File: config.mk
export PLATFORM = sky130hd
export DESIGN_NAME = sm_calc_sequencer_flat
export DESIGN_NICKNAME = d
export VERILOG_FILES = /design/src/rtl/sm_calc_sequencer_if.sv /design/src/rtl/sm_calc_sequencer.sv /design/src/flat_wrapper.sv
export SDC_FILE = /design/constraint.sdc
export NUM_CORES = 1
export LEC_CHECK = 0
export ABC_CLOCK_PERIOD_IN_PS = 7900
export CORE_MARGIN = 2
export CORE_UTILIZATION = 61
export CTS_BUF_LIST = sky130_fd_sc_hd__clkbuf_2
export DETAILED_ROUTE_END_ITERATION = 10
export PLACE_DENSITY = 0.94
export SLEW_MARGIN = 40
export SYNTH_ARGS = -nofsm -noshare
export SYNTH_HDL_FRONTEND = slang
export SYNTH_SLANG_ARGS = --single-unit
File: constraint.sdc
create_clock -name clk_2 -period 7.9 [get_ports clk_2]
set_clock_uncertainty 0.15 [all_clocks]
set_input_delay 1.58 -clock clk_2 [delete_from_list [all_inputs] [get_ports clk_2]]
set_output_delay 1.58 -clock clk_2 [all_outputs]
set_load 0.01 [all_outputs]
File: src/rtl/sm_calc_sequencer_if.sv
// Switch/button/display bundle of the calculator sequencer.
// Handshake: res_valid is a qualifier only (no ready). res_sign/res_mag are
// meaningful to a consumer only while res_valid=1, and they stay stable for
// as long as res_valid stays high.
interface sm_calc_sequencer_if #(
  parameter int MAG_BITS = 3,
  parameter int ACC_BITS = 4
);
  logic [MAG_BITS:0]   sw_value;
  logic                sw_op;
  logic                btn_enter;
  logic                btn_clear;
  logic                res_sign;
  logic [ACC_BITS-1:0] res_mag;
  logic                res_valid;
  logic                ovf;
  logic [3:0]          state_led;
  logic [7:0]          seg;

  // The board side drives the switches and buttons and observes the results.
  modport master (
    output sw_value, sw_op, btn_enter, btn_clear,
    input  res_sign, res_mag, res_valid, ovf, state_led, seg
  );

  // The sequencer side.
  modport slave (
    input  sw_value, sw_op, btn_enter, btn_clear,
    output res_sign, res_mag, res_valid, ovf, state_led, seg
  );
endinterface

File: src/rtl/sm_calc_sequencer.sv
// Switch-driven sign-magnitude calculator sequencer.
// The first enter captures A. The second enter captures B and the add/sub opcode.
// The design then spends one cycle in EXEC and holds the result in SHOW.
// In SHOW, another enter chains the next operation onto the accumulator.
// The state register is one-hot, so it also drives state_led directly.
module sm_calc_sequencer #(
  parameter int MAG_BITS    = 3,
  parameter int ACC_BITS    = 4,
  parameter int SYNC_STAGES = 2
) (
  input logic              clk_2,
  input logic              reset_n,
  sm_calc_sequencer_if.slave bus
);

  typedef enum logic [3:0] {
    WAIT_A = 4'b0001,
    WAIT_B = 4'b0010,
    EXEC   = 4'b0100,
    SHOW   = 4'b1000
  } state_t;

  state_t state;

  logic [SYNC_STAGES-1:0] enter_sync;
  logic [SYNC_STAGES-1:0] clear_sync;
  logic                   enter_prev;
  logic                   clear_prev;
  logic                   enter_pulse;
  logic                   clear_pulse;

  logic                a_sign;
  logic [ACC_BITS-1:0] a_mag;
  logic                b_sign;
  logic [MAG_BITS-1:0] b_mag;
  logic                op;
  logic                acc_sign;
  logic [ACC_BITS-1:0] acc_mag;
  logic                ovf;

  // The switch operand is normalised so that a negative zero is captured as +0.
  logic [MAG_BITS-1:0] sw_mag;
  logic                sw_sign;
  logic [ACC_BITS-1:0] sw_mag_acc;
  assign sw_mag     = bus.sw_value[MAG_BITS-1:0];
  assign sw_sign    = bus.sw_value[MAG_BITS] & (sw_mag != '0);
  assign sw_mag_acc = {{(ACC_BITS-MAG_BITS){1'b0}}, sw_mag};

  // The buttons pass through a synchronizer chain and then a registered
  // rising-edge detector. Each press produces one pulse, with no auto-repeat.
  always_ff @(posedge clk_2 or negedge reset_n) begin
    if (!reset_n) begin
      enter_sync  <= '0;
      clear_sync  <= '0;
      enter_prev  <= 1'b0;
      clear_prev  <= 1'b0;
      enter_pulse <= 1'b0;
      clear_pulse <= 1'b0;
    end else begin
      enter_sync[0] <= bus.btn_enter;
      clear_sync[0] <= bus.btn_clear;
      for (int i = 1; i < SYNC_STAGES; i++) begin
        enter_sync[i] <= enter_sync[i-1];
        clear_sync[i] <= clear_sync[i-1];
      end
      enter_prev  <= enter_sync[SYNC_STAGES-1];
      clear_prev  <= clear_sync[SYNC_STAGES-1];
      enter_pulse <= enter_sync[SYNC_STAGES-1] & ~enter_prev;
      clear_pulse <= clear_sync[SYNC_STAGES-1] & ~clear_prev;
    end
  end

  // Sign-magnitude add/subtract with saturation.
  // The effective sign of B folds in the opcode.
  logic [ACC_BITS-1:0] b_mag_acc;
  logic [ACC_BITS:0]   sum_ext;
  logic                b_eff;
  logic                f_sign;
  logic [ACC_BITS-1:0] f_mag;
  logic                f_sat;
  assign b_mag_acc = {{(ACC_BITS-MAG_BITS){1'b0}}, b_mag};

  // Compute the EXEC result from the captured operands.
  always_comb begin
    b_eff   = b_sign ^ op;
    sum_ext = '0;
    f_sign  = 1'b0;
    f_mag   = '0;
    f_sat   = 1'b0;
    if (a_sign == b_eff) begin
      sum_ext = {1'b0, a_mag} + {1'b0, b_mag_acc};
      f_sign  = a_sign;
      if (sum_ext[ACC_BITS]) begin
        f_mag = '1;
        f_sat = 1'b1;
      end else begin
        f_mag = sum_ext[ACC_BITS-1:0];
      end
    end else if (a_mag >= b_mag_acc) begin
      f_mag  = a_mag - b_mag_acc;
      f_sign = a_sign;
    end else begin
      f_mag  = b_mag_acc - a_mag;
      f_sign = b_eff;
    end
    if (f_mag == '0) begin
      f_sign = 1'b0;
    end
  end

  // Sequencer FSM. A clear pulse overrides everything, including a
  // coincident enter.
  always_ff @(posedge clk_2 or negedge reset_n) begin
    if (!reset_n) begin
      state    <= WAIT_A;
      a_sign   <= 1'b0;
      a_mag    <= '0;
      b_sign   <= 1'b0;
      b_mag    <= '0;
      op       <= 1'b0;
      acc_sign <= 1'b0;
      acc_mag  <= '0;
      ovf      <= 1'b0;
    end else if (clear_pulse) begin
      state    <= WAIT_A;
      acc_sign <= 1'b0;
      acc_mag  <= '0;
      ovf      <= 1'b0;
    end else begin
      case (state)
        WAIT_A: begin
          if (enter_pulse) begin
            a_sign <= sw_sign;
            a_mag  <= sw_mag_acc;
            state  <= WAIT_B;
          end
        end
        WAIT_B: begin
          if (enter_pulse) begin
            b_sign <= sw_sign;
            b_mag  <= sw_mag;
            op     <= bus.sw_op;
            state  <= EXEC;
          end
        end
        EXEC: begin
          acc_sign <= f_sign;
          acc_mag  <= f_mag;
          if (f_sat) begin
            ovf <= 1'b1;
          end
          state <= SHOW;
        end
        SHOW: begin
          if (enter_pulse) begin
            a_sign <= acc_sign;
            a_mag  <= acc_mag;
            b_sign <= sw_sign;
            b_mag  <= sw_mag;
            op     <= bus.sw_op;
            state  <= EXEC;
          end
        end
        default: state <= WAIT_A;
      endcase
    end
  end

  // Display value: the live switches while entering operands, the
  // accumulator once a result exists.
  logic                disp_sign;
  logic [ACC_BITS-1:0] disp_mag;
  logic [3:0]          nib;
  logic [6:0]          glyph;

  // Select the displayed value and decode the hex glyph
  // (bit 0 = segment a, bit 6 = segment g).
  always_comb begin
    if (state == WAIT_A || state == WAIT_B) begin
      disp_sign = sw_sign;
      disp_mag  = sw_mag_acc;
    end else begin
      disp_sign = acc_sign;
      disp_mag  = acc_mag;
    end
    nib = 4'(disp_mag);
    case (nib)
      4'h0: glyph = 7'h3F;
      4'h1: glyph = 7'h06;
      4'h2: glyph = 7'h5B;
      4'h3: glyph = 7'h4F;
      4'h4: glyph = 7'h66;
      4'h5: glyph = 7'h6D;
      4'h6: glyph = 7'h7D;
      4'h7: glyph = 7'h07;
      4'h8: glyph = 7'h7F;
      4'h9: glyph = 7'h6F;
      4'hA: glyph = 7'h77;
      4'hB: glyph = 7'h7C;
      4'hC: glyph = 7'h39;
      4'hD: glyph = 7'h5E;
      4'hE: glyph = 7'h79;
      default: glyph = 7'h71;
    endcase
  end

  assign bus.seg       = {disp_sign & (disp_mag != '0), glyph};
  assign bus.res_sign  = acc_sign;
  assign bus.res_mag   = acc_mag;
  assign bus.res_valid = (state == SHOW);
  assign bus.ovf       = ovf;
  assign bus.state_led = state;

endmodule

File: src/flat_wrapper.sv
// flat-port wrapper written by rule: the top's interface ports become plain ports
module sm_calc_sequencer_flat 
#(
  parameter int MAG_BITS    = 3,
  parameter int ACC_BITS    = 4,
  parameter int SYNC_STAGES = 2
)
  (clk_2, reset_n, bus_sw_value, bus_sw_op, bus_btn_enter, bus_btn_clear, bus_res_sign, bus_res_mag, bus_res_valid, bus_ovf, bus_state_led, bus_seg);
  sm_calc_sequencer_if #(.MAG_BITS(MAG_BITS), .ACC_BITS(ACC_BITS)) bus_i ();
  input logic clk_2;
  input logic reset_n;
  input wire logic [$bits(bus_i.sw_value)-1:0] bus_sw_value;
  input wire logic [$bits(bus_i.sw_op)-1:0] bus_sw_op;
  input wire logic [$bits(bus_i.btn_enter)-1:0] bus_btn_enter;
  input wire logic [$bits(bus_i.btn_clear)-1:0] bus_btn_clear;
  output wire logic [$bits(bus_i.res_sign)-1:0] bus_res_sign;
  output wire logic [$bits(bus_i.res_mag)-1:0] bus_res_mag;
  output wire logic [$bits(bus_i.res_valid)-1:0] bus_res_valid;
  output wire logic [$bits(bus_i.ovf)-1:0] bus_ovf;
  output wire logic [$bits(bus_i.state_led)-1:0] bus_state_led;
  output wire logic [$bits(bus_i.seg)-1:0] bus_seg;
  assign bus_i.sw_value = bus_sw_value;
  assign bus_i.sw_op = bus_sw_op;
  assign bus_i.btn_enter = bus_btn_enter;
  assign bus_i.btn_clear = bus_btn_clear;
  assign bus_res_sign = bus_i.res_sign;
  assign bus_res_mag = bus_i.res_mag;
  assign bus_res_valid = bus_i.res_valid;
  assign bus_ovf = bus_i.ovf;
  assign bus_state_led = bus_i.state_led;
  assign bus_seg = bus_i.seg;
  sm_calc_sequencer #(.MAG_BITS(MAG_BITS), .ACC_BITS(ACC_BITS), .SYNC_STAGES(SYNC_STAGES)) u_core (.clk_2(clk_2), .reset_n(reset_n), .bus(bus_i));
endmodule
[After elaboration in Yosys (flattened, before gate mapping)]
Memories as Yosys holds them, arrays and structs flattened.
Index checks and enable logic that the tools add are counted.
Operators by class
  reduce and logical (&&, ||, !) cells: 12
  multiplexer cells: 27
  equality and inequality tests: 9
  add/subtract/negate cells: 3
  bitwise operators: 8
  magnitude comparators: 1
Operator list (number)
  4-bit 2-to-1 mux: 11
  1-bit 2-to-1 mux: 13
  4-bit case mux with 3 select lines: 1
  4-bit case mux with 2 select lines: 1
  3-bit by 1-bit != test with 1-bit output, second input constant: 2
  2-bit nonzero test: 3
  4-bit by 3-bit adder with 5-bit output: 1
  1-bit AND: 4
  4-bit by 1-bit equality test with 1-bit output, second input constant: 1
  4-bit by 2-bit equality test with 1-bit output, second input constant: 1
  4-bit by 3-bit equality test with 1-bit output, second input constant: 1
  4-bit equality test, second input constant: 1
  4-bit by 3-bit >= comparator with 1-bit output: 1
  4-bit zero test: 1
  2-bit by 1-bit != test with 1-bit output, second input constant: 2
  2-bit AND reduction: 2
  4-bit AND reduction: 1
  4-bit nonzero test: 1
  3-bit by 4-bit subtractor with 4-bit output: 1
  4-bit by 3-bit subtractor with 4-bit output: 1
  1-bit NOT: 3
  3-bit AND reduction: 1
  3-bit nonzero test: 1
  1-bit case mux with 2 select lines: 1
  4 further kinds: 4
Word-level totals
  logic and storage cells: 76
  memories: 1
  input port bits: 9
  bits in read-only memories: 112
  register bits: 28
  output and inout port bits: 19
Memories
  (name not given): depth 16, width 7, rd ports 1, clocked after memory_dff 0, wr ports 0, line sm_calc_sequencer.sv:187  | case (nib)

[Longest topological paths before layout]
  depth after elaboration: 7
  gate-level depth with buffers: 10

[Worst setup path after synthesis]
Ideal clock, no wire load.
  path type: input to output
  start: input bus_sw_value[0]
  end: output bus_seg[3]
  data arrival time: 2.604 ns
  data required time: 6.170 ns
  slack: 3.566 ns
  stages on the path: 6
  path buffers: 0
  cells stage by stage: mux2i_2 inv_1 ha_1 nand2_2 nand2_1 o21ai_0
Between the ends
  longest elaborated chain between the ends: 2
Ends and longest elaborated chain
  start: declaration: line flat_wrapper.sv:12  | input wire logic [$bits(bus_i.sw_value)-1:0] bus_sw_value;
  4-bit 2-to-1 mux: line sm_calc_sequencer.sv:179  | if (state == WAIT_A || state == WAIT_B) begin
  memory 16 x 7 bit
  end: declaration: line flat_wrapper.sv:21  | output wire logic [$bits(bus_i.seg)-1:0] bus_seg;
Every way passes these cells.

[Final worst setup path]
  start: input bus_sw_value[1]
  end: output bus_seg[6]
Same word-level chain as after synthesis.

==> flow_summary_export.csv <==
group,metric,value,unit
outcome,status,"finished, final reports clean",
setup_path,cpMostUsedCell,"clkdlybuf4s50_1",
yosys,synthXorXnorAreaFrac,0.0338,
floorplan,coreArea,3080,um2
clocking,postCtsSetupRepairBufs,0,
floorplan,die-height,61.2,um
setup_path,crit_path_top_delay_cell,"clkdlybuf4s50_1",
finish,drive_gt1_frac,0.0877,
setup_path,arrival,3.87,ns
detailed_routing,num_vias,1593,
clocking,ctsRootBufferMaster,"clkbuf_2",
setup_path,r2r_end,"u_core.bus.res_sign",
global_route,grtUsageTotal,0.241,
floorplan,fp.dieW,61.2,um
yosys,synthArstFlopShare,1.00,
hold_path,holdPathStages,0,
clocking,h-tree-depth,1,
yosys,syn_area_per_cell,9.79,um2
clocking,numCtsBuffers,3,
clocking,cts.reportedPaths.clkPinSlew,0.24,ns
hold_path,hold_path_class,"reg -> reg",
setup_path,cp_top_family,"buffers and inverters",
setup_path,setup.worst_path.end_class,"primary output",
yosys,synth_top_area_share,0.338,
setup_path,max_stage_delay,0.58,ns
timing,slew_headroom,0.585,
global_route,gr-total-overflow,0,
detailed_routing,drtPass1Iterations,4,
timing,worst_slew_pin_slew,0.619,ns
finish,fillers,222,
setup_path,critPathMaxFanout,5,
yosys,ys_top_cells_by_area,"dfrtp_1, ha_1, nand2_1",
power_and_ir_drop,finalPower,0.000449,W
setup_path,r2r-start,"u_core.a_mag[0]",
placement,dp.final_hpwl,3130,um
floorplan,initial_core_util,0.649,
clocking,clk_latency,0.35,ns
global_route,grt_max_degree,29,
run,cap_violations,0,
setup_path,crit_chain,"clkdlybuf4s50_1 -> mux2i_1 -> inv_1 -> ha_1 -> nand2_2 -> o21ai_0 -> a22oi_1 -> clkdlybuf4s50_1",
floorplan,fp-row-count,20,
power_and_ir_drop,ir_worst_vdd,0.000133,V
hold_path,min_to,"u_core.clear_sync[1]",
timing,fin_crit,5.60,ns
clocking,clockBufferDepth,2,
global_route,grt_antenna_before_repair,0,
setup_path,crit_type,"in -> out",
yosys,synth_top_flop_cell,"dfrtp_1",
finish,area_growth,15.9,%
yosys,synth_top_area_cell,"dfrtp_1",
timing,clock.fmax,178,MHz
yosys,synth_seq_cells,28,
global_route,grt_first_pass_wirelength,6640,um
detailed_routing,vias_per_cell,5.86,
clocking,cts_tree,"done",
placement,portBuffers,27,
yosys,muxShareOfSynthArea,0.0758,
yosys,synthAdderAreaFrac,0.130,
detailed_routing,wl_per_cell,15.3,um
hold_path,hold_path.startpoint,"u_core.clear_sync[0]",
detailed_routing,wirelength,4160,um
timing,tns,0,ns
yosys,syn-num-nets,232,
clocking,ctsResizeCount,0,
yosys,synth_compound_area_frac,0.159,
timing,rsz0062_at_grt,"false",
setup_path,r2r_cells,9,
setup_path,cp.depth,8,
finish,stdcell_count,272,
timing,setup_viol,0,
timing,hold_viol,0,
yosys,synth_area,2000,um2
setup_path,worst-path-buf-inv,3,
timing,fin_crit_sh,0.709,
yosys,synth_top_family_by_area,"simple AND/OR/NAND/NOR gates",
power_and_ir_drop,power.density,194,nW/um2
yosys,ys_seq_area_frac,0.352,
clocking,cts.sinks,28,
detailed_routing,initialDrtViolationCount,102,
detailed_routing,ant_nets,0,
setup_path,rrSetupSlack,5.39,ns
finish,antenna_cells,0,
yosys,synth_cell_types,57,
timing,drv_slew,0,
floorplan,die-area,3750,um2
finish,layout.nets,257,
power_and_ir_drop,p_leak,0.991,nW
timing,fin_ws,2.30,ns
placement,finalWeightedCongestion,0.918,
detailed_routing,drcViolationCount,0,
setup_path,crit_path_start_kind,"input port",
yosys,synth_enable_flop_cells,0,
clocking,ctsHoldBuffers,0,
placement,dp_slack,2.36,ns
yosys,yosysWarnings,0,
floorplan,io_pins,28,
global_route,grt_pass1_vias,1457,
finish,utilization,0.752,
placement,dpl.cell_count,268,
yosys,netlist_instances,204,
setup_path,required,6.17,ns
yosys,synth_simple_gate_area_frac,0.195,
logic make-up (layout without fill, tap and decap cells):
group	Yosys count	count (layout)
DFF	28	28
and+or+nand+nor	70	70
AOI/OAI and AO/OA	47	47
buffers and inverters	21	45
xor gates and xnor gates	6	6
muxes	13	13
adders and majority gates	19	19
area by class of cell:
class	count	area, um2	share of cell area
Sequential cell	28	702	0.303
Clock inverter	1	30.0	0.0130
Timing Repair Buffer	28	278	0.120
Clock buffer	3	15.0	0.00649
Tap cell	44	55.1	0.0238
Multi-Input combinational cell	155	1190	0.512
Inverter	13	48.8	0.0211
Yosys cell counts (all sizes together), types with 3 or more instances:
library cell	n
nor3	4
o21ai	14
a32oi	3
a22oi	3
inv	12
nor2b	4
a21oi	8
mux2i	12
nor2	14
dfrtp	27
nand2b	4
buf	7
xnor2	5
nand2	30
ha	16
fa	3
how the worst max path moves through the flow:
stage | startpoint | slack, ns | end
floorplan | bus_sw_value[0] | 3.57 | bus_seg[3]
global placement | bus_sw_value[0] | 2.52 | bus_seg[3]
detailed placement | bus_sw_value[1] | 2.36 | bus_seg[6]
CTS | bus_sw_value[1] | 2.35 | bus_seg[6]
global route | bus_sw_value[1] | 2.21 | bus_seg[6]
finish | bus_sw_value[1] | 2.30 | bus_seg[6]
cells in the final DEF (no fill, tap or decap), types with 8 or more instances in the layout:
master and count:
nor2_1 13, inv_1 12, dfrtp_1 27, a21oi_1 8, mux2i_1 10, o21ai_0 13, nand2_1 28, ha_1 16
clkdlybuf4s50_1 27
sequential cells by signal, indices dropped and copies added, names as in the netlist:
register,cells
u_core.enter_pulse,1
u_core.op,1
u_core.bus.ovf,1
u_core.bus.res_mag,4
u_core.clear_pulse,1
u_core.bus.state_led,4
u_core.enter_sync,2
u_core.b_sign,1
u_core.a_sign,1
u_core.b_mag,3
u_core.a_mag,4
u_core.enter_prev,1
u_core.clear_prev,1
u_core.clear_sync,2
u_core.bus.res_sign,1
through the flow:
step	instance area [um2]	hold slack (ns)
4_1_cts	2310	0.249
3_5_place_dp	2270	0.196
6_report	2310	0.242
3_3_place_gp	2270	0.183
5_1_grt	2310	0.253
2_1_floorplan	2000	0.181
report_power, final:
group	switching [W]	internal (W)	total, W	leakage [nW]
Sequential	0.0000162	0.000156	0.000173	0.344
Combinational	0.000106	0.0000856	0.000192	0.621
Clock	0.0000411	0.0000435	0.0000847	0.0266
metal layers:
layer,part of all wire,GRT usage
met1,0.44,0.338
met2,0.48,0.384
met3,0.056,0.0357
met4,0.023,0.0839
met5,0,0
worst reg2reg max path, cell delays in order, from the launching register on:
cell	delay, ns
dfrtp_1	0.47
inv_1	0.07
ha_1	0.15
inv_1	0.07
fa_1	0.41
a21o_1	0.20
a21boi_2	0.24
mux2i_1	0.27
a22oi_1	0.14
o31a_1	0.27
No activity file was read; power rests on OpenSTA's default activity.
